File: config.mk
export PLATFORM = sky130hd
export DESIGN_NAME = word_packer
export DESIGN_NICKNAME = d
export VERILOG_FILES = /design/src/rtl/word_packer_oreg.sv /design/src/rtl/word_packer.sv
export SDC_FILE = /design/constraint.sdc
export NUM_CORES = 1
export LEC_CHECK = 0
export ABC_AREA = 0
export BUFFER_PORTS_ARGS = -buffer_cell sky130_fd_sc_hd__buf_2
export CAP_MARGIN = 0
export CORE_UTILIZATION = 64
export CTS_BUF_LIST = sky130_fd_sc_hd__clkbuf_2 sky130_fd_sc_hd__clkbuf_4 sky130_fd_sc_hd__clkbuf_8
export CTS_CLUSTER_SIZE = 25
export DETAILED_ROUTE_END_ITERATION = 16
export GPL_TIMING_DRIVEN = 0
export MAX_ROUTING_LAYER = met4
export PLACE_DENSITY_LB_ADDON = 0.2
export SYNTH_ARGS = -nofsm -noshare
export SYNTH_HDL_FRONTEND = slang
export SYNTH_SLANG_ARGS = --single-unit
File: constraint.sdc
create_clock -name clk -period 3.2 [get_ports clk]
set_input_delay 0.32 -clock clk [delete_from_list [all_inputs] [get_ports clk]]
set_output_delay 0.32 -clock clk [all_outputs]
set_load 0.03 [all_outputs]
File: src/rtl/word_packer_oreg.sv
// Output register of the packer: holds one packed word with its lane count and
// end-of-packet flag behind a valid/ready handshake.
module word_packer_oreg #(
    parameter int OW        = 32,
    parameter int CNT_WIDTH = 3
) (
    input  logic                 clk,
    input  logic                 rst,
    input  logic                 load_i,
    input  logic [OW-1:0]        data_i,
    input  logic [CNT_WIDTH-1:0] bytes_i,
    input  logic                 last_i,
    input  logic                 rdy_i,
    output logic [OW-1:0]        data_o,
    output logic [CNT_WIDTH-1:0] bytes_o,
    output logic                 last_o,
    output logic                 vld_o,
    output logic                 free_o
);

    logic [OW-1:0]        data_q,  data_d;
    logic [CNT_WIDTH-1:0] bytes_q, bytes_d;
    logic                 last_q,  last_d;
    logic                 vld_q,   vld_d;

    // A new word may enter when the register is empty or is being drained now.
    assign free_o = !vld_q || rdy_i;

    always_comb begin
        data_d  = data_q;
        bytes_d = bytes_q;
        last_d  = last_q;
        vld_d   = vld_q;
        if (load_i) begin
            data_d  = data_i;
            bytes_d = bytes_i;
            last_d  = last_i;
            vld_d   = 1'b1;
        end else if (vld_q && rdy_i) begin
            vld_d   = 1'b0;
        end
    end

    always_ff @(posedge clk) begin
        if (rst) begin
            data_q  <= '0;
            bytes_q <= '0;
            last_q  <= 1'b0;
            vld_q   <= 1'b0;
        end else begin
            data_q  <= data_d;
            bytes_q <= bytes_d;
            last_q  <= last_d;
            vld_q   <= vld_d;
        end
    end

    assign data_o  = data_q;
    assign bytes_o = bytes_q;
    assign last_o  = last_q;
    assign vld_o   = vld_q;

endmodule

File: src/rtl/word_packer.sv
// Packs narrow input beats into LANES-wide words; a packet end flushes a
// partial word. One word can wait in the accumulator behind the output register.
module word_packer #(
    parameter int IN_WIDTH = 8,
    parameter int LANES    = 4
) (
    input  logic                                 clk,
    input  logic                                 rst,
    input  logic [IN_WIDTH-1:0]                  idata,
    input  logic                                 idata_vld,
    output logic                                 idata_rdy,
    input  logic                                 ilast,
    output logic [IN_WIDTH*LANES-1:0]            odata,
    output logic                                 odata_vld,
    input  logic                                 odata_rdy,
    output logic [$clog2(LANES+1)-1:0]           obytes,
    output logic                                 olast
);

    localparam int OW        = IN_WIDTH * LANES;
    localparam int CNT_WIDTH = $clog2(LANES + 1);

    typedef enum logic {FILLING = 1'b0, PENDING = 1'b1} state_t;

    state_t               state_q, state_d;
    logic [OW-1:0]        acc_q,   acc_d;
    logic [CNT_WIDTH-1:0] cnt_q,   cnt_d;
    logic                 last_q,  last_d;
    logic                 rdy_q,   rdy_d;

    logic [OW-1:0]        acc_beat;
    logic [OW-1:0]        ld_data;
    logic [CNT_WIDTH-1:0] ld_bytes;
    logic                 ld_last;
    logic                 load;
    logic                 out_free;
    logic                 shift_in;
    logic                 complete;

    assign shift_in = idata_vld && rdy_q;
    assign complete = (cnt_q == CNT_WIDTH'(LANES - 1)) || ilast;

    always_ff @(posedge clk) begin
        if (rst) begin
            state_q <= FILLING;
            acc_q   <= '0;
            cnt_q   <= '0;
            last_q  <= 1'b0;
            rdy_q   <= 1'b1;
        end else begin
            state_q <= state_d;
            acc_q   <= acc_d;
            cnt_q   <= cnt_d;
            last_q  <= last_d;
            rdy_q   <= rdy_d;
        end
    end

    always_comb begin
        state_d = state_q;
        case (state_q)
            FILLING: if (shift_in && complete && !out_free) state_d = PENDING;
            PENDING: if (out_free) state_d = FILLING;
            default: state_d = FILLING;
        endcase
    end

    // Accumulator update and the word offered to the output register.
    always_comb begin
        acc_beat = acc_q;
        for (int i = 0; i < LANES; i++) begin
            if (cnt_q == CNT_WIDTH'(i)) acc_beat[i*IN_WIDTH +: IN_WIDTH] = idata;
        end
        acc_d    = acc_q;
        cnt_d    = cnt_q;
        last_d   = last_q;
        load     = 1'b0;
        ld_data  = acc_beat;
        ld_last  = ilast;
        ld_bytes = cnt_q + CNT_WIDTH'(1);
        case (state_q)
            FILLING: begin
                if (shift_in) begin
                    if (complete && out_free) begin
                        load  = 1'b1;
                        acc_d = '0;
                        cnt_d = '0;
                    end else if (complete) begin
                        acc_d  = acc_beat;
                        last_d = ilast;
                    end else begin
                        acc_d = acc_beat;
                        cnt_d = cnt_q + CNT_WIDTH'(1);
                    end
                end
            end
            PENDING: begin
                ld_data = acc_q;
                ld_last = last_q;
                if (out_free) begin
                    load  = 1'b1;
                    acc_d = '0;
                    cnt_d = '0;
                end
            end
            default: ;
        endcase
        rdy_d = (state_d == FILLING);
    end

    word_packer_oreg #(
        .OW        (OW),
        .CNT_WIDTH (CNT_WIDTH)
    ) u_oreg (
        .clk     (clk),
        .rst     (rst),
        .load_i  (load),
        .data_i  (ld_data),
        .bytes_i (ld_bytes),
        .last_i  (ld_last),
        .rdy_i   (odata_rdy),
        .data_o  (odata),
        .bytes_o (obytes),
        .last_o  (olast),
        .vld_o   (odata_vld),
        .free_o  (out_free)
    );

    assign idata_rdy = rdy_q;

endmodule
== Yosys cells after proc, flatten, opt, wreduce, memory -nomap -nowiden ==
Cells that the tools add are included.

* $add $sub $neg: 1
* Multiply operators: 0
* Div/mod/pow operators: 0
* $lt $le $gt $ge: 0
* Eq/ne operators: 6
* Shifts and indexed selects: 0
* Muxes and demuxes: 24
* Bitwise gates (word level): 3
* Reductions and logical operators: 14

{| class="wikitable"
|+ Operators by type and width
! operator !! number
|-
| 2-to-1 mux 32 bit || 4
|-
| case mux 32 bit (2 select lines) || 1
|-
| 2-to-1 mux 8 bit || 4
|-
| 2-to-1 mux 3 bit || 4
|-
| 2-to-1 mux 1 bit || 8
|-
| equality test 3 x 2 -> 1 bit (second input constant) || 2
|-
| case mux 3 bit (2 select lines) || 1
|-
| logical AND 1 bit || 5
|-
| case mux 1 bit (2 select lines) || 2
|-
| AND reduction 4 bit || 1
|-
| adder 3 x 1 -> 3 bit (second input constant) || 1
|-
| equality test 3 x 1 -> 1 bit (second input constant) || 1
|-
| zero test 3 bit || 1
|-
| != test 3 bit (second input constant) || 1
|-
| inverter 1 bit || 3
|-
| AND reduction 3 bit || 1
|-
| zero test 1 bit || 2
|-
| logical OR 1 bit || 2
|-
| != test 2 x 1 -> 1 bit (second input constant) || 1
|-
| != test 2 bit (second input constant) || 1
|-
| AND reduction 2 bit || 1
|-
| nonzero test 2 bit || 1
|}

* Register bits after elaboration: 75
* Bits in latches: 0
* Memory bits (writable): 0
* Memory bits (read-only): 0
* Input bits: 13
* Output and inout port bits: 38
* Logic and storage cells: 57
* Memories kept: 0

== Depth between registers and ports, before layout ==
* Depth after elaboration: 7
* Mapped depth: 7
* Gate-level depth less buffers: 6

== Cells and area by module ==
A second synthesis with hierarchy kept.

* Cells, all modules: 298
* Area, all modules: 3435.8 um^2

{| class="wikitable"
|+ Modules (own cells, without submodules)
! module !! instances !! cells each !! area an instance (um^2) !! seq. area each (um^2)
|-
| word_packer || 1 || 178 || 2094.5 || 760.7
|-
| word_packer_oreg || 1 || 120 || 1341.3 || 740.7
|}

== Least setup slack after synthesis ==
No wires, ideal clock.

* Path type: register to register
* Start: register cnt_q[0]
* End: register u_oreg.data_q[17], in the netlist u_oreg.data_o[17]
* Library setup time: 0.081 ns
* Arrival time: 1.557 ns
* Required time: 3.119 ns
* Slack: 1.561 ns
* Cell stages (with the launch flop): 8
* Path buffers: 1
* Period minus slack after synthesis: 1.639 ns
* Cells stage by stage: dfxtp_1 ha_1 ha_1 o211ai_1 a21oi_4 buf_2 nor2_1 a211oi_2

* Cells in the longest elaborated chain, start to end: 6
* Elaborated cells on any way between the ends: 9
* Those cells by class: 2 x eq/ne; 5 x mux; 2 x reduce/logical

{| class="wikitable"
|+ RTL lines
! item !! line !! text
|-
| start: declaration || word_packer.sv:27 || <nowiki>logic [CNT_WIDTH-1:0] cnt_q, cnt_d;</nowiki>
|-
| start signal: assignment || word_packer.sv:53 || <nowiki>cnt_q <= cnt_d;</nowiki>
|-
| equality test 3 x 2 -> 1 bit || word_packer.sv:41 || <nowiki>assign complete = (cnt_q == CNT_WIDTH'(LANES - 1)) || ilast;</nowiki>
|-
| logical OR 1 bit || word_packer.sv:41 ||
|-
| logical AND 1 bit || word_packer.sv:84 || <nowiki>if (complete && out_free) begin</nowiki>
|-
| 2-to-1 mux 1 bit || word_packer.sv:84 ||
|-
| 2-to-1 mux 1 bit || word_packer.sv:83 || <nowiki>if (shift_in) begin</nowiki>
|-
| case mux 1 bit (2 select lines) || word_packer.sv:81 || <nowiki>case (state_q)</nowiki>
|-
| end signal: assignment || word_packer_oreg.sv:51 || <nowiki>data_q <= data_d;</nowiki>
|-
| end: declaration || word_packer_oreg.sv:21 || <nowiki>logic [OW-1:0] data_q, data_d;</nowiki>
|}

Parallel ways exist; a longest one is shown, timed or not.
A chain may end at the register's enable or synchronous reset.

== Final worst setup path ==
* Start: register cnt_q[0]
* End: register u_oreg.data_q[19], in the netlist u_oreg.data_o[19]

The elaborated chain is that of the path after synthesis.

==> results.py <==
metrics = {
    "floorplan": {
        "floorplan.core_area_sq_mm": 0.00520,
        "die_x_microns": 76.2,
        "floorplan.initialDensity": 0.677,
        "die-height_microns": 76.2,
        "top_level_ports": 51,
        "die-area_sq_mm": 0.00580,
        "number_of_rows_created_at_floorplan": 26,
    },
    "synthesis": {
        "synth.ff_latch_count": 75,
        "synth_async_sr_flop_share": 0,
        "synth_area_leader_cell": "dfxtp_1",
        "post_synth.cell_area_avg_sq_um": 9.87,
        "yosysTopAreaCellShare": 0.426,
        "yosysSeqAreaShare": 0.426,
        "cell_types_occupying_the_most_area_after_synthesis": "dfxtp_1 43%, mux2i_1 16%, a211oi_2 8.9%",
        "synth_cell_types": 30,
        "yosysMostFrequentCell": "dfxtp_1",
        "syn_inst": 357,
        "mappedNetlistNets": 375,
        "ys.flop_type": "dfxtp_1",
        "yosysWarnings": 0,
        "number_of_enable_type_register_cells_in_the_synthesized_netlist": 0,
        "mappedNetlistArea_sq_mm": 0.00352,
        "synth_top_cells_by_count": "75 x dfxtp_1, 62 x nor2_1, 58 x mux2i_1",
    },
    "status": {
        "status": "finished clean",
    },
    "critical_path": {
        "reg2regPathDepth": 7,
        "critPathMaxFanout": 10,
        "critPathLaunchType": "register",
        "critical_path.most_common_cell": "ha_1",
        "worst_ep_arrival_time_ns": 2.28,
        "timing.setup.critical_path_class": "register to register",
        "critical_path.endpoint_type": "register",
        "r2r_end": "u_oreg.data_o[19]$_SDFFE_PP0P_",
        "worst_path_dominant_cell_family": "compound AO/OA/AOI/OAI gates",
        "worstReg2RegStart": "cnt_q[0]$_SDFFE_PP0P_",
        "cp_data_required_time_ns": 3.47,
        "crit_path_cell_trace": "ha_1, ha_1, o211ai_1, a21oi_4, buf_2, nor2_1, a211oi_2",
        "timing.reg2reg.setup_slack_ns": 1.19,
        "cpPeakStageDelay_ns": 0.43,
        "crit_buf_inv": 1,
        "crit_path_top_delay_cell": "dfxtp_1",
    },
    "worst_hold_path": {
        "min_delay_worst_endpoint": "idata_rdy$_SDFF_PP1_",
        "worst_min_delay_path_class": "input port to register",
        "whs_path_depth": 2,
        "hold_path_startpoint": "rst",
    },
    "grt": {
        "first_global_vias": 2678,
        "antenna_found_initial": 0,
        "grt_remaining_overflow": 0,
        "grtUsageTotal": 0.306,
        "grt_max_degree": 13,
        "grt_first_pass_wirelength_microns": 13300,
    },
    "detailed_routing": {
        "detail_route.drc_violations": 0,
        "routed_via_density": 5.87,
        "totalWireLength_microns": 8290,
        "via_count": 2847,
        "iter_0_drt_violations": 181,
        "antenna_violating_nets_post_route": 0,
        "dr.pass1.iters": 5,
        "route.detailed.wl_per_inst_microns": 17.1,
    },
    "sta": {
        "finalHoldViolCount": 0,
        "holdWs_ns": 0.207,
        "tightest_slew_ns": 0.744,
        "relSlewSlack": 0.504,
        "timing.final.ws_setup_ns": 1.19,
        "fin_skew_ns": 0.00617,
        "fmax_mhz": 498,
        "setup_viol_count_final": 0,
        "setup_repair_after_global_routing_missed_its_margin": "false",
        "final-max-slew-violation-count": 0,
        "period_share": 0.627,
        "post-route-min-period_ns": 2.01,
        "setup_total_negative_slack_ns": 0,
    },
    "clock_network": {
        "insertion_delay_ns": 0.35,
        "max-clock-path-buffers": 2,
        "post_cts.resized_instances": 0,
        "cts_hold_repair.buffers": 0,
        "post-cts-setup-buffer-count": 0,
        "cts_root_buf": "clkbuf_8",
        "path_clk_slew_ns": 0.07,
        "clkSinkCount": 75,
        "htree_num_levels": 3,
        "tritoncts": "done",
        "cts_made_buffers": 9,
    },
    "final_layout": {
        "multi_input_comb_area_sq_mm": 0.00182,
        "synthToLayoutAreaGrowth_pct": 14.9,
        "num-nets-final": 428,
        "diodes": 0,
        "post_route_cells_drive_above_1_share": 0.260,
        "final_core_util": 0.777,
        "final-instance-count-excl-fill": 485,
        "register_area_sq_mm": 0.00150,
        "num-fill-cells": 374,
    },
    "power_and_ir_drop": {
        "pwr_density_cell_mw_per_mm2": 535,
        "vdd_ir_drop_max_mv": 0.345,
        "leakagePower_nw": 1.61,
    },
    "job": {
        "max_cap_viol_count": 0,
    },
    "placed_design": {
        "place_worst_setup_slack_ns": 1.20,
        "post-dp-hpwl_microns": 5680,
        "buffer_ports.inserted": 42,
        "globalplace.congestion": 0.839,
        "dpl.cell_count": 469,
    },
}
-- worst max-delay path by stage --
stage	startpoint	endpoint	slack (ns)	cells after the start
6_report	cnt_q[0]$_SDFFE_PP0P_	u_oreg.data_o[19]$_SDFFE_PP0P_	1.19	7
5_1_grt	cnt_q[0]$_SDFFE_PP0P_	u_oreg.data_o[20]$_SDFFE_PP0P_	1.04	7
4_1_cts	cnt_q[0]$_SDFFE_PP0P_	u_oreg.data_o[19]$_SDFFE_PP0P_	1.19	7
3_5_place_dp	cnt_q[0]$_SDFFE_PP0P_	u_oreg.data_o[19]$_SDFFE_PP0P_	1.20	7
3_3_place_gp	cnt_q[0]$_SDFFE_PP0P_	u_oreg.data_o[21]$_SDFFE_PP0P_	1.28	7
2_1_floorplan	cnt_q[0]$_SDFFE_PP0P_	u_oreg.data_o[17]$_SDFFE_PP0P_	1.56	7
-- final cells by class --
| class | instances | area share |
|---|---|---|
| sequential | 75 | 0.371 |
| timing repair buffer | 42 | 0.0519 |
| multi-input combinational | 240 | 0.449 |
| tap | 70 | 0.0216 |
| buffer | 37 | 0.0455 |
| inverter | 5 | 0.00464 |
| clock inverter | 5 | 0.0186 |
| clock buffer | 11 | 0.0374 |
-- layout by cell type (no fill, tap or decap), types with 8 or more instances in the layout --
cell type,synthesis,routed
dfxtp_1,75,75
nor2_1,62,62
mux2i_1,58,58
buf_2,9,51
a211oi_2,25,25
a2bb2oi_1,24,24
a21oi_1,13,13
clkbuf_1,12,12
a211oi_1,11,11
o21ai_0,11,11
clkbuf_8,0,11
nand2_1,9,9
buf_4,8,8
-- metrics by stage --
step / cell area [sq um] / total power [W]
after floorplan: 3520 / 0.00128
after global placement: 3820 / 0.00135
final: 4050 / 0.00217
after global routing: 4050 / 0.00223
after detailed placement: 3820 / 0.00136
after CTS: 4050 / 0.00217
-- power breakdown --
| part | switching [W] | internal, W |
|---|---|---|
| Sequential | 0.0000208 | 0.000973 |
| Clock | 0.000346 | 0.000478 |
| Combinational | 0.000226 | 0.000122 |
| Total | 0.000593 | 0.00157 |
-- worst reg2reg max path: stages, from the launching register on --
cell and delay, ns:
dfxtp_1 0.43, ha_1 0.18, ha_1 0.21, o211ai_1 0.16, a21oi_4 0.33, buf_2 0.32
nor2_1 0.10, a211oi_2 0.21
-- cells by family after synthesis --
family | Yosys count | share of synthesized area
compound gates | 89 | 0.222
fa+ha+maj | 5 | 0.0178
buf+inv | 42 | 0.0575
flops | 75 | 0.426
mux | 58 | 0.165
simple gates | 88 | 0.111
-- state kept, by name (all words and copies together) (netlist names) --
name	count
u_oreg.vld_o	1
u_oreg.data_o	32
cnt_q	3
u_oreg.last_o	1
last_q	1
idata_rdy	1
state_q	1
u_oreg.bytes_o	3
acc_q	32
-- routing by layer --
metal,track usage,share of wire,vias to the layer above
li1,-,-,1372
met1,0.378,0.43,1357
met2,0.495,0.50,100
met3,0.0587,0.058,18
met4,0.125,0.019,0
met5,-,0,-
Power figures use the tool's default switching activity.
